[src/rtl/dcr_pkg.sv]
// dcr_pkg: shared state, slot types and source-match helper for the stall controller
package dcr_pkg;
  typedef enum logic [1:0] {RUN, LU_STALL, MEM_WAIT, ERR} stl_state_t;
  typedef struct packed {
    logic       valid;
    logic       is_ld;
    logic       is_st;
    logic [4:0] dst;
  } slot_t;
  function automatic logic src_match(input logic [4:0] src, input logic [4:0] rs, input logic [4:0] rt, input logic uses_rt);
    return (src != 5'd0) && ((src == rs) || (uses_rt && (src == rt)));
  endfunction
endpackage

[src/rtl/dcr_sat_cnt.sv]
// dcr_sat_cnt: up-counter that sticks at all-ones instead of wrapping
module dcr_sat_cnt #(
  parameter int W = 32
) (
  input  logic         clk,
  input  logic         rst,
  input  logic         inc,
  output logic [W-1:0] count
);
  logic [W-1:0] count_q, count_d;
  assign count = count_q;
  always_comb count_d = (inc && !(&count_q)) ? count_q + {{(W-1){1'b0}}, 1'b1} : count_q;
  always_ff @(posedge clk) count_q <= rst ? '0 : count_d;
endmodule

[src/rtl/dcr_stall_ctl.sv]
// dcr_stall_ctl: load-use/branch-on-load interlock and data-memory freeze controller
module dcr_stall_ctl
  import dcr_pkg::*;
#(
  parameter int MEM_TIMEOUT = 16,
  parameter int CNT_W       = 32
) (
  input  logic             clk,
  input  logic             rst,
  input  logic [4:0]       RsInSTL,
  input  logic [4:0]       RtInSTL,
  input  logic             UsesRtInSTL,
  input  logic             BranchInSTL,
  input  logic             MemReadInSTL,
  input  logic             MemWriteInSTL,
  input  logic [4:0]       WriteAddrInSTL,
  input  logic             MemAckInMEM,
  output logic             ClkEnOut,
  output logic             StallOutIF,
  output logic             BubbleOutEXE,
  output logic             MemReqOutMEM,
  output logic             MemErrOut,
  output logic [CNT_W-1:0] StallCyclesOut
);
  localparam int WW = $clog2(MEM_TIMEOUT + 1);
  stl_state_t    state_q, state_d, saved_q, saved_d, eff;
  slot_t         exe_q, exe_d, mem_q, mem_d;
  logic [1:0]    lu_cnt_q, lu_cnt_d;
  logic [WW-1:0] wait_cnt_q, wait_cnt_d;
  logic          freeze, ld_use, mem_br, hazard;
  assign MemReqOutMEM = ~rst & mem_q.valid & (mem_q.is_ld | mem_q.is_st);
  assign MemErrOut    = state_q == ERR;
  always_comb begin
    freeze       = mem_q.valid & (mem_q.is_ld | mem_q.is_st) & ~MemAckInMEM;
    eff          = (state_q == MEM_WAIT && MemAckInMEM) ? saved_q : state_q;
    ld_use       = exe_q.valid & exe_q.is_ld & src_match(exe_q.dst, RsInSTL, RtInSTL, UsesRtInSTL);
    mem_br       = BranchInSTL & mem_q.valid & mem_q.is_ld & src_match(mem_q.dst, RsInSTL, RtInSTL, UsesRtInSTL);
    hazard       = ld_use | mem_br;
    ClkEnOut     = ~rst & (eff == RUN || eff == LU_STALL) & ~freeze;
    StallOutIF   = ~rst & ((eff == RUN) ? hazard & ~freeze : 1'b1);
    BubbleOutEXE = ~rst & ~freeze & ((eff == RUN) ? hazard : eff == LU_STALL);
  end
  always_comb begin
    state_d    = eff;
    saved_d    = saved_q;
    lu_cnt_d   = lu_cnt_q;
    wait_cnt_d = wait_cnt_q;
    mem_d      = ClkEnOut ? exe_q : mem_q;
    exe_d      = ClkEnOut ? (BubbleOutEXE ? '0 : slot_t'({1'b1, MemReadInSTL, MemWriteInSTL, WriteAddrInSTL})) : exe_q;
    if ((eff == RUN || eff == LU_STALL) && freeze) begin
      state_d    = MEM_WAIT;
      saved_d    = eff;
      wait_cnt_d = WW'(1);
    end else if (eff == RUN && ld_use && BranchInSTL) begin
      state_d  = LU_STALL;
      lu_cnt_d = 2'd1;
    end else if (eff == LU_STALL) begin
      lu_cnt_d = (lu_cnt_q == 2'd0) ? 2'd0 : lu_cnt_q - 2'd1;
      state_d  = (lu_cnt_q <= 2'd1) ? RUN : LU_STALL;
    end else if (eff == MEM_WAIT) begin
      state_d    = (wait_cnt_q == WW'(MEM_TIMEOUT)) ? ERR : MEM_WAIT;
      wait_cnt_d = wait_cnt_q + WW'(1);
    end
  end
  always_ff @(posedge clk) begin
    if (rst) begin
      state_q    <= RUN;
      saved_q    <= RUN;
      exe_q      <= '0;
      mem_q      <= '0;
      lu_cnt_q   <= '0;
      wait_cnt_q <= '0;
    end else begin
      state_q    <= state_d;
      saved_q    <= saved_d;
      exe_q      <= exe_d;
      mem_q      <= mem_d;
      lu_cnt_q   <= lu_cnt_d;
      wait_cnt_q <= wait_cnt_d;
    end
  end
  dcr_sat_cnt #(.W(CNT_W)) u_cnt (
    .clk  (clk),
    .rst  (rst),
    .inc  (~ClkEnOut | StallOutIF),
    .count(StallCyclesOut)
  );
endmodule

[config.mk]
export PLATFORM = sky130hd
export DESIGN_NAME = dcr_stall_ctl
export DESIGN_NICKNAME = d
export VERILOG_FILES = /design/src/rtl/dcr_pkg.sv /design/src/rtl/dcr_sat_cnt.sv /design/src/rtl/dcr_stall_ctl.sv
export SDC_FILE = /design/constraint.sdc
export NUM_CORES = 1
export LEC_CHECK = 0
export CAP_MARGIN = 15
export CORE_UTILIZATION = 48
export DETAILED_ROUTE_END_ITERATION = 8
export PLACE_DENSITY = 0.7
export SLEW_MARGIN = 20
export SYNTH_ARGS = -nofsm -noshare
export SYNTH_HDL_FRONTEND = slang
export SYNTH_HIERARCHICAL = 1
export SYNTH_SLANG_ARGS = --single-unit
[constraint.sdc]
create_clock -name clk -period 5.12 [get_ports clk]
set_input_delay 0.768 -clock clk [delete_from_list [all_inputs] [get_ports clk]]
set_output_delay 0.768 -clock clk [all_outputs]
set_load 0.01 [all_outputs]
==> flow_summary_export.csv, run 1 <==
group,metric,value,unit
outcome,status,"complete, no violations",
critical_path,crit_top_cell,"clkdlybuf4s50_1",
clock_tree,htree_levels,3,
power_and_ir_drop,leakage,1.31,nW
clock_tree,path_clk_slew,0.06,ns
power_and_ir_drop,p_seq_frac,0.516,
worst_hold_path,worstHoldPathType,"register to register",
drt,drtAntennaViolNets,0,
drt,wire_per_inst,14.2,microns
synthesis,synthFlopType,"dfxtp_1",
drt,drt_wl_total,7040,microns
synthesis,seq_area_frac_synth,0.368,
critical_path,worstRegToRegCells,10,
worst_hold_path,hold_start,"lu_cnt_q[1]$_SDFFE_PP0P_",
sta,fin_ws,1.01,ns
critical_path,slowest_delay,0.59,ns
die,io_pins,59,
drt,vias_per_cell,5.60,
finish,layout-drive-gt1-share,0.105,
synthesis,synthTopCellsByArea,"dfxtp_1, xnor2_1, xor2_1, nor2_1, a21oi_1",
critical_path,worst_setup_path_start_kind,"input port",
placement,gp_congestion,0.903,
clock_tree,holdBufCountCts,0,
sta,rsz0062_at_grt,"no",
drt,vias,2773,
die,start_util,0.502,
critical_path,path_cells,"clkdlybuf4s50_1 > or3b_4 > o2bb2ai_1 > buf_4 > nor2_1 > a21boi_0 > clkdlybuf4s50_1",
finish,nets,438,
critical_path,cp_slowest_cell,"clkdlybuf4s50_1",
critical_path,crit_type,"input port to primary output",
global_routing,grt_pass1_vias,2676,
power_and_ir_drop,ir_drop,0.159,mV
critical_path,cp.required,4.35,ns
die,die_h,83.7,microns
sta,fin_skew,0.00882,ns
placement,hpwl,5010,microns
sta,slew_violations,0,
critical_path,crit_arrival,3.34,ns
synthesis,synth_edf_count,0,
global_routing,grt_pass1_wl,11900,microns
synthesis,yosysWarnings,6,
die,coreArea,6390,sq um
finish,antenna_cells,0,
critical_path,r2r-start,"exe_q[3]$_SDFFE_PP0P_",
synthesis,netlist_top_cells_count,"dfxtp_1, nor2_1, nand2_1",
run,maxCapViolCount,0,
synthesis,synth_top_area_cell,"dfxtp_1",
synthesis,ys_types,68,
finish,areaGrowthSynthToFinish,24.1,%
power_and_ir_drop,powerDensity,235,nW/um^2
placement,post-place-ws,0.940,ns
die,rows,29,
clock_tree,insertion_delay,0.34,ns
die,die_area,7010,sq um
placement,port_buffers,58,
power_and_ir_drop,power_switching,0.000222,W
global_routing,grt_util_all_layers,0.208,
drt,drt_iter0_drc,83,
synthesis,yosys.cell_count.top_type,"dfxtp_1",
synthesis,synth_area,3210,sq um
clock_tree,root_buffer,"clkbuf_8",
synthesis,syn_avg_cell_area,8.98,sq um
sta,period_minus_slack,4.11,ns
sta,hold_viol,0,
sta,setup_viol,0,
synthesis,syn_nets,382,
sta,fmax,0.243,GHz
drt,first_pass_iters,4,
die,die_w,83.7,microns
power_and_ir_drop,combPwrFrac,0.085,
worst_hold_path,hold_depth,2,
critical_path,crit_path_start,"MemAckInMEM",
global_routing,antenna_found_initial,0,
sta,worst_slew_pin_slew,0.557,ns
power_and_ir_drop,p_int,0.000712,W
synthesis,synth_cells,357,
critical_path,crit_path_end_kind,"primary output",
global_routing,grt_overflow,0,
sta,finalSetupTns,0,ns
global_routing,grt_max_degree,51,
sta,finalCritPeriodShare,0.803,
clock_tree,cts_tree,"built",
critical_path,cp_max_fo,15,
clock_tree,cts_buffers,9,
synthesis,synth_async_sr_flop_share,0,
power_and_ir_drop,p_clk_frac,0.399,
synthesis,synth-seq-cells,59,
drt,drc,0,
clock_tree,ctsResizeCount,0,
clock_tree,numClockSinks,59,
synthesis,yosysTopAreaCellShare,0.368,
sta,max-slew-margin-rel,0.626,
clock_tree,cts_setup_buffers,0,
clock_tree,clk_path_buf_depth,2,
power_and_ir_drop,p_sw_frac,0.238,
## layer usage
layer / part of all wire / global-route usage / up-vias
met5: 0 / 0 / -
met4: 0.019 / 0.0878 / 0
met3: 0.047 / 0.0465 / 12
met2: 0.47 / 0.356 / 56
met1: 0.46 / 0.251 / 1281
li1: - / - / 1424
## final timing paths
path / endpoint / slack [ns]
setup / recovery: BubbleOutEXE / 1.01
hold / removal: lu_cnt_q[1]$_SDFFE_PP0P_ / 0.47
setup reg to reg: u_cnt/count[26]$_SDFFE_PP0P_ / 1.80
hold reg to reg: lu_cnt_q[1]$_SDFFE_PP0P_ / 0.47
## cell usage in the layout (no fill, tap or decap), types with 4 or more instances in the layout
cell,synthesis,final
dfxtp_1,59,59
clkdlybuf4s50_1,0,57
nor2_1,34,34
nand2_1,28,28
a21oi_1,22,22
xnor2_1,20,20
or3_1,17,17
xor2_1,16,16
nand3_1,12,12
o31ai_1,12,11
clkbuf_8,0,11
o21ai_1,10,10
mux2i_1,9,9
nand4_1,8,8
inv_1,7,7
nor3_1,7,7
and4_1,7,7
o21ai_0,6,6
and2_1,5,5
a211oi_1,5,5
or4_1,4,4
and3_1,4,4
## sequential cells by signal (all words and copies together), names as in the netlist
name / flops
u_cnt/count: 32
saved_q: 2
mem_q: 8
exe_q: 8
state_q: 2
lu_cnt_q: 2
wait_cnt_q: 5
## kinds of logic (layout without fill, tap and decap cells)
family,count (synthesis),count (layout),share of synthesized area
and+or+nand+nor,149,149,0.275
AOI/OAI and AO/OA,78,78,0.179
DFF,59,59,0.368
xor gates and xnor gates,36,36,0.0983
buffers and inverters,23,84,0.0390
muxes,9,9,0.0281
adders and majority gates,3,3,0.0117
## power groups by stage
stage               clock [W]  sequential [W]  combinational (W)
finish               0.000372        0.000482          0.0000795
global route         0.000403        0.000483          0.0000875
CTS                  0.000381        0.000482          0.0000802
detailed placement          0        0.000492          0.0000796
global placement            0        0.000492          0.0000790
floorplan                   0        0.000489          0.0000458
## layout make-up
type                            count  area (sq um)
Clock inverter                      2          10.0
Clock buffer                       14           163
Tap cell                           77          96.3
Sequential cell                    59          1180
Timing Repair Buffer               61           598
Inverter                            7          26.3
Fill cell                         586          2410
Multi-Input combinational cell    275          1910
## per-stage QoR
stage	total power [W]	cell area, sq um	cells	hold WS [ns]	utilization
finish	0.000934	3980	495	0.465	0.623
global route	0.000974	3980	495	0.506	0.623
CTS	0.000943	3980	495	0.466	0.623
detailed placement	0.000572	3810	479	0.456	0.596
global placement	0.000571	3810	479	0.458	0.596
floorplan	0.000535	3210	357	0.431	-
## critical path: cells and delay by family
family / cells / cell delay, ns
simple gates: 2 / 0.86
buf+inv: 3 / 1.35
compound gates: 2 / 0.36
Note: power is estimated with default switching activity, not from simulation.
==> run 2, diff against run 1 <==
clock period = 4.3 ns   (was 5.12 ns; I/O delays follow)
==> run 2 against run 1 <==
  * Utilization increased by 0.35 points
  * Power increased by 21%
  * Sequential share of layout area decreased by 0.17 points
  * Clock-buffer cell count decreased by 1
  * Die area unchanged
  * Clock power increased by 23%
  * Worst hold slack improved by 0.0052 ns
  * Highest routed layer unchanged
  * Worst setup slack got worse by 0.41 ns
  * Design area increased by 0.57%
  * Largest power group unchanged
  * First-iteration DRC count increased by 27%
  * Largest cell class unchanged
  * Clock skew decreased by 0.0020 ns
==> flow_summary_export.csv, run 2 (synthesis gave the netlist of run 1 again) <==
group,metric,value,unit
placement,dp_cells,480,
sta,hold_viol,0,
die,die_h,83.7,microns
drt,drt_iter0_drc,105,
finish,layout_commonest_cell,"dfxtp_1",
global_routing,antenna_found_initial,0,
finish,final_cells,495,
sta,slew_violations,0,
sta,finalSetupTns,0,ns
clock_tree,holdBufCountCts,0,
global_routing,grt_max_degree,34,
finish,antenna_cells,0,
clock_tree,cts_setup_buffers,0,
clock_tree,insertion_delay,0.33,ns
die,die_area,7010,sq um
power_and_ir_drop,p_seq_frac,0.509,
sta,rsz0062_at_grt,"no",
power_and_ir_drop,powerDensity,282,nW/um^2
sta,period_minus_slack,3.70,ns
drt,vias_per_cell,5.73,
die,die_w,83.7,microns
power_and_ir_drop,combPwrFrac,0.085,
critical_path,worst_setup_path_start_kind,"input port",
power_and_ir_drop,ir_drop,0.149,mV
finish,layout-drive-gt1-share,0.110,
clock_tree,htree_levels,3,
die,rows,29,
power_and_ir_drop,p_int,0.000860,W
clock_tree,clk_path_buf_depth,2,
power_and_ir_drop,leakage,1.33,nW
die,io_pins,59,
outcome,status,"complete, no violations",
die,start_util,0.502,
drt,drt_wl_total,7350,microns
sta,fmax,0.270,GHz
global_routing,grt_overflow,0,
run,maxCapViolCount,0,
drt,drc,0,
critical_path,crit_path_end_kind,"primary output",
placement,port_buffers,58,
drt,first_pass_iters,4,
critical_path,crit_arrival,3.06,ns
placement,gp_congestion,0.905,
clock_tree,cts_buffers,9,
worst_hold_path,worstHoldPathType,"register to register",
finish,final_core_util,0.627,
critical_path,cp_max_fo,9,
drt,wire_per_inst,14.9,microns
clock_tree,root_buffer,"clkbuf_8",
sta,worst_slew_pin_slew,0.713,ns
critical_path,r2r_setup_slack,1.29,ns
clock_tree,numClockSinks,59,
critical_path,crit_type,"input port to primary output",
power_and_ir_drop,p_sw_frac,0.237,
global_routing,grt_util_all_layers,0.213,
placement,hpwl,5180,microns
global_routing,grt_pass1_wl,12000,microns
sta,fin_skew,0.00682,ns
drt,drtAntennaViolNets,0,
finish,largest_reg_flops,32,
finish,areaGrowthSynthToFinish,24.8,%
power_and_ir_drop,p_clk_frac,0.406,
drt,vias,2836,
finish,nets,439,
sta,finalCritPeriodShare,0.861,
global_routing,grt_pass1_vias,2640,
clock_tree,ctsResizeCount,0,
sta,max-slew-margin-rel,0.525,
clock_tree,path_clk_slew,0.06,ns
critical_path,cp.required,3.65,ns
finish,layout_common_cells,"dfxtp_1, clkdlybuf4s50_1, nor2_1",
clock_tree,cts_tree,"built",
placement,place_area,3810,sq um
power_and_ir_drop,power_switching,0.000267,W
finish,final_area,4000,sq um
power_and_ir_drop,power.total,0.00113,W
sta,setup_viol,0,
die,coreArea,6390,sq um
==> run 2: cell types whose count changed in the layout (fill, tap and decap cells not counted), sizes merged <==
cell | before | now
buf | 4 | 5
clkbuf | 14 | 13
==> run 2: through the flow <==
stage | worst slack [ns] | hold slack, ns
after floorplan | 1.13 | 0.431
after global placement | 0.577 | 0.455
after detailed placement | 0.511 | 0.463
after CTS | 0.595 | 0.474
after global routing | 0.484 | 0.499
final | 0.598 | 0.470
==> run 2: cell type report <==
cell class	instances	area, sq um
clock buffers	13	169
inverters	7	26.3
well taps	77	96.3
multi-input cells	275	1910
flip-flops and latches	59	1180
repair buffers	62	606
clock inverters	2	10.0
fillers	537	2380
==> run 2: per-layer routing <==
layer,up-vias,GRT usage,wire (microns)
met4,0,0.0909,121
met2,62,0.356,3550
met1,1345,0.260,3360
met3,10,0.0504,317
li1,1419,-,-
met5,-,0,0
==> run 2: worst paths after layout <==
path	to	startpoint	cells after the start
hold / removal	saved_q[1]$_SDFFE_PP0P_	saved_q[1]$_SDFFE_PP0P_	1
setup reg to reg	u_cnt/count[20]$_SDFFE_PP0P_	exe_q[0]$_SDFFE_PP0P_	10
hold reg to reg	saved_q[1]$_SDFFE_PP0P_	saved_q[1]$_SDFFE_PP0P_	1
setup / recovery	StallOutIF	RsInSTL[0]	8
==> run 2: power by group through the flow <==
stage / Combinational (W) / Sequential [W] / Clock, W
2_1_floorplan: 0.0000545 / 0.000583 / 0
3_3_place_gp: 0.0000950 / 0.000586 / 0
3_5_place_dp: 0.0000957 / 0.000586 / 0
4_1_cts: 0.0000964 / 0.000574 / 0.000470
5_1_grt: 0.000105 / 0.000575 / 0.000494
6_report: 0.0000956 / 0.000574 / 0.000458
==> run 2: worst max-delay path, stage by stage <==
cell and delay [ns]:
clkdlybuf4s50_1 0.51, xor2_1 0.24, nor3_1 0.10, a32oi_1 0.50, nor4_4 0.10, buf_4 0.19
or2_2 0.29, clkdlybuf4s50_1 0.48
